$ cat src/rtl/writeback_arbiter.sv
// writeback_arbiter: merges single-cycle ALU results and queued load results
// onto the single register-file write port. The ALU always wins. Loads wait in a
// small circular FIFO. A newer ALU write to the same register cancels any queued
// load to that register. Writes to r0 are dropped.
module writeback_arbiter #(
    parameter int DEPTH = 4
) (
    input  logic                       i_clk,
    input  logic                       i_rst,
    input  logic                       i_aluValid,
    input  logic [4:0]                 i_aluAdd,
    input  logic [31:0]                i_aluData,
    input  logic                       i_ldValid,
    output logic                       o_ldReady,
    input  logic [4:0]                 i_ldAdd,
    input  logic [31:0]                i_ldData,
    output logic                       o_writeEn,
    output logic [4:0]                 o_writeAdd,
    output logic [31:0]                o_writeData,
    input  logic [4:0]                 i_checkAdd,
    output logic                       o_pending,
    output logic [$clog2(DEPTH):0]     o_count
);

    localparam int AW = (DEPTH > 1) ? $clog2(DEPTH) : 1;
    localparam int CW = AW + 1;

    // FIFO bookkeeping
    logic [AW-1:0]    head_q, head_d;
    logic [AW-1:0]    tail_q, tail_d;
    logic [CW-1:0]    count_q, count_d;
    logic [DEPTH-1:0] live_q, live_d;

    // FIFO payload; no reset needed because the live bits gate all use
    logic [4:0]       add_q  [DEPTH];
    logic [31:0]      data_q [DEPTH];

    // Output write register
    logic             wen_q, wen_d;
    logic [4:0]       wadd_q, wadd_d;
    logic [31:0]      wdata_q, wdata_d;

    // Per-entry decode
    logic [DEPTH-1:0] occupied;
    logic [DEPTH-1:0] kill;
    logic [DEPTH-1:0] hit;

    logic alu_issue;
    logic ld_ready;
    logic ld_accept;
    logic push;
    logic push_live;
    logic fifo_nonempty;
    logic head_live;
    logic pop;

    assign alu_issue     = i_aluValid & (i_aluAdd != 5'd0);
    assign ld_ready      = !i_rst & (count_q < CW'(DEPTH));
    assign ld_accept     = i_ldValid & ld_ready;
    // A load to r0 is consumed but never stored
    assign push          = ld_accept & (i_ldAdd != 5'd0);
    // A load arriving alongside an ALU write to the same register is older
    assign push_live     = !(alu_issue & (i_ldAdd == i_aluAdd));
    assign fifo_nonempty = (count_q != '0);
    assign head_live     = fifo_nonempty & live_q[head_q];
    // A dead head is always discarded; a live head only drains when the ALU is idle
    assign pop           = fifo_nonempty & (!head_live | !alu_issue);

    generate
        for (genvar gi = 0; gi < DEPTH; gi++) begin : g_entry
            logic [AW-1:0] offset;
            assign offset       = AW'(gi) - head_q;
            assign occupied[gi] = ({1'b0, offset} < count_q);
            assign kill[gi]     = alu_issue & (add_q[gi] == i_aluAdd);
            assign hit[gi]      = occupied[gi] & live_q[gi] & (add_q[gi] == i_checkAdd);
            // New entry takes its computed liveness; popped or killed entries go dead
            assign live_d[gi]   = (push && (tail_q == AW'(gi))) ? push_live :
                                  (pop  && (head_q == AW'(gi))) ? 1'b0 :
                                  kill[gi]                      ? 1'b0 :
                                                                  live_q[gi];
        end
    endgenerate

    // Pointer, occupancy and write-port selection
    always_comb begin
        head_d  = head_q;
        tail_d  = tail_q;
        count_d = count_q + CW'(push) - CW'(pop);
        wen_d   = 1'b0;
        wadd_d  = wadd_q;
        wdata_d = wdata_q;
        if (pop) begin
            head_d = head_q + 1'b1;
        end
        if (push) begin
            tail_d = tail_q + 1'b1;
        end
        if (alu_issue) begin
            wen_d   = 1'b1;
            wadd_d  = i_aluAdd;
            wdata_d = i_aluData;
        end else if (head_live) begin
            wen_d   = 1'b1;
            wadd_d  = add_q[head_q];
            wdata_d = data_q[head_q];
        end
    end

    // Control state and output register, cleared immediately on reset
    always_ff @(posedge i_clk or posedge i_rst) begin
        if (i_rst) begin
            head_q  <= '0;
            tail_q  <= '0;
            count_q <= '0;
            live_q  <= '0;
            wen_q   <= 1'b0;
            wadd_q  <= 5'd0;
            wdata_q <= 32'd0;
        end else begin
            head_q  <= head_d;
            tail_q  <= tail_d;
            count_q <= count_d;
            live_q  <= live_d;
            wen_q   <= wen_d;
            wadd_q  <= wadd_d;
            wdata_q <= wdata_d;
        end
    end

    // Payload storage written at the tail on every stored load
    always_ff @(posedge i_clk) begin
        if (push) begin
            add_q[tail_q]  <= i_ldAdd;
            data_q[tail_q] <= i_ldData;
        end
    end

    assign o_ldReady   = ld_ready;
    assign o_writeEn   = wen_q;
    assign o_writeAdd  = wadd_q;
    assign o_writeData = wdata_q;
    assign o_count     = count_q;
    assign o_pending   = (i_checkAdd != 5'd0) & (|hit);

endmodule

$ cat config.mk
export PLATFORM = sky130hd
export DESIGN_NAME = writeback_arbiter
export DESIGN_NICKNAME = d
export VERILOG_FILES = /design/src/rtl/writeback_arbiter.sv
export SDC_FILE = /design/constraint.sdc
export NUM_CORES = 1
export LEC_CHECK = 0
export BUFFER_PORTS_ARGS = -buffer_cell sky130_fd_sc_hd__buf_4
export CAP_MARGIN = 15
export CORE_MARGIN = 2
export CORE_UTILIZATION = 45
export DETAILED_ROUTE_END_ITERATION = 16
export MAX_ROUTING_LAYER = met4
export PLACE_DENSITY = 0.65
export SETUP_SLACK_MARGIN = 0.3
export SLEW_MARGIN = 5
export SYNTH_ARGS = -nofsm -noshare
export SYNTH_HDL_FRONTEND = slang
export SYNTH_SLANG_ARGS = --single-unit
$ cat constraint.sdc
create_clock -name i_clk -period 3.3 [get_ports i_clk]
set_input_delay 0.165 -clock i_clk [delete_from_list [all_inputs] [get_ports i_clk]]
set_output_delay 0.165 -clock i_clk [all_outputs]
set_load 0.02 [all_outputs]
== Yosys cells after proc, flatten, opt, wreduce, memory -nomap -nowiden ==
Memories as Yosys holds them, arrays and structs flattened.
Index checks and enable logic that the tools add are counted.
Word-level totals
  output and inout port bits: 43
  bits of input ports: 83
  logic and storage cells: 108
  bits in registers: 49
  memories: 2
  RAM bits: 148
Memories
  data_q: words 4, bits a word 32, read ports 1, clocked after memory_dff 0, wr ports 1, line 36  | logic [31:0] data_q [DEPTH];
  add_q: words 4, bits a word 5, read ports 5, clocked after memory_dff 0, wr ports 1, line 35  | logic [4:0] add_q [DEPTH];
Operators by class
  mux-type cells: 22
  order comparisons: 6
  reduce and logical (&&, ||, !) cells: 24
  equal/unequal tests: 15
  $add $sub $neg: 8
  bitwise logic cells: 21
Operators by type and width (count)
  $mux 32: 2
  $eq 5x5->1: 9
  $and 1x1->1: 20
  $mux 1: 17
  $reduce_bool 3->1: 5
  $reduce_bool 5->1: 3
  $lt 2x3->1: 4
  $mux 5: 2
  $eq 2x2->1 const B: 4
  $logic_and 1x1->1: 8
  $add 2x1->2 const B: 2
  $eq 2x1->1 const B: 2
  $logic_not 1->1: 4
  $logic_not 2->1: 2
  $reduce_or 4->1: 1
  $sub 1x2->2 const A: 2
  $sub 2x2->2 const A: 2
  $add 3x1->3: 1
  $lt 2x3->1 const B: 1
  $lt 3x3->1 const B: 1
  $sub 3x1->3: 1
  $bmux 1 s2: 1
  $reduce_bool 2->1: 1
  $or 1x1->1: 1

== Logic depth before layout (Yosys ltp) ==
  depth after elaboration: 9
  mapped depth: 12

== Least setup slack after synthesis ==
OpenSTA, ideal clock, no wires.
  kind: register to output
  start: reg head_q[1]
  end: out o_pending
  path slack: 0.501 ns
  data arrival time: 2.634 ns
  stages on the path, launching flop included: 10
  data required time: 3.135 ns
  path through: dfrtp_1 clkbuf_1 clkbuf_1 inv_1 ha_1 inv_1 ha_1 a2111oi_0 nor4_1 a21oi_1
Between the ends
  longest elaborated chain between the ends: 6
  elaborated cells on any way between the ends: 18
RTL lines
  from (decl): line 29  | logic [AW-1:0] head_q, head_d;
  from (signal assigned): line 112  | head_q <= '0;
  from (signal assigned): line 120  | head_q <= head_d;
  $sub 1x2->2 or $sub 2x2->2 (tied branches): line 72  | assign offset = AW'(gi) - head_q;
  $lt 2x3->1: line 73  | assign occupied[gi] = ({1'b0, offset} < count_q);
  $and 1x1->1 (2 in a row): line 75  | assign hit[gi] = occupied[gi] & live_q[gi] & (add_q[gi] == i_checkAdd);
  $reduce_or 4->1 *: line 143  | assign o_pending = (i_checkAdd != 5'd0) & (|hit);
  $and 1x1->1 *: line 143
  to (decl): line 21  | output logic o_pending,
Mark *: on every way between the ends. The rest lies on a longest branch, timed or not.

== Worst setup path in the final report ==
Same ends and word-level chain as after synthesis.

==> metrics.cfg <==
[global_route]
grt_util_all_layers=0.2121
grt_max_degree=42
grt_remaining_overflow=0
antenna_found_initial=0
grt_pass1_wl_um=30540
grt_pass1_vias=5583

[setup_path]
cp-end-kind=output port
crit_top_cell=inv_1
worstPathRequired_ns=3.13
ff2ff_setup_slack_ns=0.78
critPathMaxStageDelay_ns=0.45
cp_cell_sequence=buf_12 > inv_1 > ha_4 > inv_1 > ha_1 > inv_1 > o21ai_0 > a2111oi_2 > nor4_2 > a21oi_1 > buf_4
crit_fanout=13
startpoint_type=register
r2r-end=o_count[2]$_DFF_PP0_
ff2ff_path_depth=10
crit_arrival_ns=2.65
crit_slowest_cell=a2111oi_2
crit_type=reg -> out
r2r_start=o_count[2]$_DFF_PP0_

[worst_hold_path]
min_path_type=in -> reg
worstHoldStart=i_aluData[18]
min_delay_worst_endpoint=o_writeData[18]$_DFFE_PP0P_
hold_depth=3

[yosys]
synth-seq-area-share=0.6750
async_flop_share=0.2487
synth_top_cell_by_area=edfxtp_1
synth_area_leaders=edfxtp_1 53%, dfrtp_1 15%, mux4_2 10%, nand2_1 3.6%, xnor2_1 3.4%
synth-edff-count=148
ys_warn_count=0
synth_seq_cells=197
synth_top_area_frac=0.5290
avgSynthCellArea_um2=15.08
syn-num-nets=655
synth_ff_type=edfxtp_1
yosysUniqueCellTypes=35
synth_area_um2=8401
postSynthCellCount=557

[sta]
hold_viol=0
max_freq_mhz=355.7
min_period_over_period=0.8518
grt_setup_unrepaired=no
fin_skew_ns=0.009843
relSlewSlack=0.4362
worst_slack_ns=0.4890
worst_slew_pin_slew_ns=0.8380
drv_slew=0
tns_ns=0
min_period_ns=2.811
setup_viol=0

[final_layout]
nets=841
drive_gt1_frac=0.2963
antenna_cells=0
area_growth_syn_to_layout_pct=28.92

[placement]
port_buffers=125
dp_slack_ns=0.6605
place_congestion=0.8617
hpwl_um=12780

[die]
io_pins=126
die_h_um=140.6
num_rows=49
die_area_um2=19780
core_area_um2=18150
die_w_um=140.6
initial_core_util=0.4629

[routing]
drc=0
vias=5236
dr.pass1.iters=5
first_iter_violations=465
wirelength_um=19610
post_drt_wl_per_cell_um=19.90
vias_per_cell=5.316
antenna_left=0

[job]
drv_cap=0

[clock_network]
cts_sinks=197
cts_tree=built
cts.clk_slew.worst_paths_ns=0.07
htree_num_levels=4
cts_buffers=17
clock_path_buffers=2
clk_latency_ns=0.42
cts-root-buf=clkbuf_16

[pwr]
power_per_cell_area_nw_per_um2=754.4
vdd_ir_drop_max_mv=0.3840
power_leakage_uw=0.004137

[status]
status=finished, final reports clean

==> area by class of cell <==
cell class	count	area (µm²)
clock buffer	21	450.4
clock inverter	11	103.9
fill	1395	7317
inverter	18	67.56
multi-input combinational	305	2529
sequential	197	5673
tap	229	286.5
timing repair buffer	204	1720
==> cell families after synthesis <==
| family | after synthesis | share of synthesized area |
|---|---|---|
| flops | 197 | 0.6750 |
| mux | 43 | 0.1078 |
| buf+inv | 55 | 0.02830 |
| xor+xnor | 49 | 0.05109 |
| compound gates | 56 | 0.04468 |
| simple gates | 142 | 0.06985 |
| fa+ha+maj | 15 | 0.02324 |
==> per-layer routing <==
layer,GRT usage,part of all wire
met1,0.2769,0.43
met2,0.3453,0.51
met3,0.03499,0.045
met4,0.06737,0.014
met5,-,0
==> report_power, final <==
part           switching (µW)  internal (µW)  leakage, µW
Clock                     881           1070     0.000268
Combinational            1520           1350      0.00196
Sequential                259           3100      0.00191
==> worst max-delay path by stage <==
| stage | from | to | slack, ns | cells after the start |
|---|---|---|---|---|
| after detailed placement | i_aluAdd[1] | o_count[2]$_DFF_PP0_ | 0.66 | 11 |
| after global placement | i_aluAdd[1] | o_count[2]$_DFF_PP0_ | 0.66 | 11 |
| after CTS | head_q[1]$_DFFE_PP0P_ | o_pending | 0.31 | 9 |
| after floorplan | head_q[1]$_DFFE_PP0P_ | o_pending | 0.50 | 9 |
| after global routing | head_q[1]$_DFFE_PP0P_ | o_pending | 0.28 | 11 |
| final | head_q[1]$_DFFE_PP0P_ | o_pending | 0.49 | 11 |
==> critical path: cells and delay by family (launching register included) <==
family	cells	cell delay [ns]
AND/OR/NAND/NOR	1	0.09
buffers and inverters	5	0.54
flip-flops	1	0.42
adder cells (fa/ha/maj)	2	0.47
AO/OA/AOI/OAI	3	0.70
==> through the flow <==
| step | hold slack, ns | total power, µW | std cells | instance area (µm²) | util |
|---|---|---|---|---|---|
| finish | 0.02404 | 8170 | 985 | 10830 | 0.5968 |
| global placement | 0.3573 | 6049 | 888 | 9574 | 0.5276 |
| CTS | 0.005765 | 8126 | 982 | 10750 | 0.5925 |
| floorplan | 0.2639 | 5186 | 557 | 8401 | - |
| detailed placement | 0.3545 | 6111 | 888 | 9574 | 0.5276 |
| global route | 0.007708 | 8604 | 985 | 10830 | 0.5968 |
==> layout by cell type (no fill, tap or decap), types with 2 or more instances in the layout <==
master / synthesis / routed
a211oi_1: 2 / 2
a21oi_1: 3 / 3
a31oi_1: 32 / 32
a41o_1: 4 / 4
buf_4: 1 / 139
clkbuf_1: 21 / 3
clkbuf_16: 0 / 18
clkinv_2: 0 / 3
clkinv_4: 0 / 2
clkinvlp_4: 0 / 2
dfrtp_1: 49 / 47
dfrtp_2: 0 / 2
dlygate4sd3_1: 0 / 62
edfxtp_1: 148 / 148
ha_1: 14 / 13
inv_1: 18 / 13
inv_2: 0 / 5
inv_6: 0 / 3
mux2i_1: 5 / 5
mux4_2: 38 / 38
nand2_1: 80 / 79
nand2b_1: 3 / 3
nand3_1: 3 / 3
nand4_1: 8 / 8
nor2_1: 38 / 38
nor3_1: 6 / 6
o21ai_0: 3 / 3
o21ai_1: 6 / 6
xnor2_1: 33 / 33
xor2_1: 16 / 16
==> flip-flops by register name, indices dropped and copies added (netlist names) <==
name	flops
o_count	3
o_writeAdd	5
live_q	4
head_q	2
o_writeEn	1
tail_q	2
data_q	128
add_q	20
o_writeData	32
==> cell usage after synthesis (all sizes together) (2+ instances only) <==
library cell and n:
a211oi 2, clkbuf 22, nor4 2, a2111oi 2, inv 18, nand4 8
xnor2 33, mux2i 5, nor3 6, dfrtp 49, nor2 38, buf 15
ha 14, a41o 4, a21oi 4, nand2 80, mux4 38, xor2 16
nand3 3, edfxtp 148, o21ai 10, nand2b 3, a31oi 32
==> repair_timing <==
action / in CTS / in global routing
gates resized for setup: 1 / 7
hold buffers: 62 / 0
buffers inserted: 0 / 2
pin swaps: 0 / 1
gates cloned: 0 / 1
endpoints found under the hold margin: 202 / 0
setup endpoints to repair: 1 / 1
Note: power is estimated with default switching activity, not from simulation.
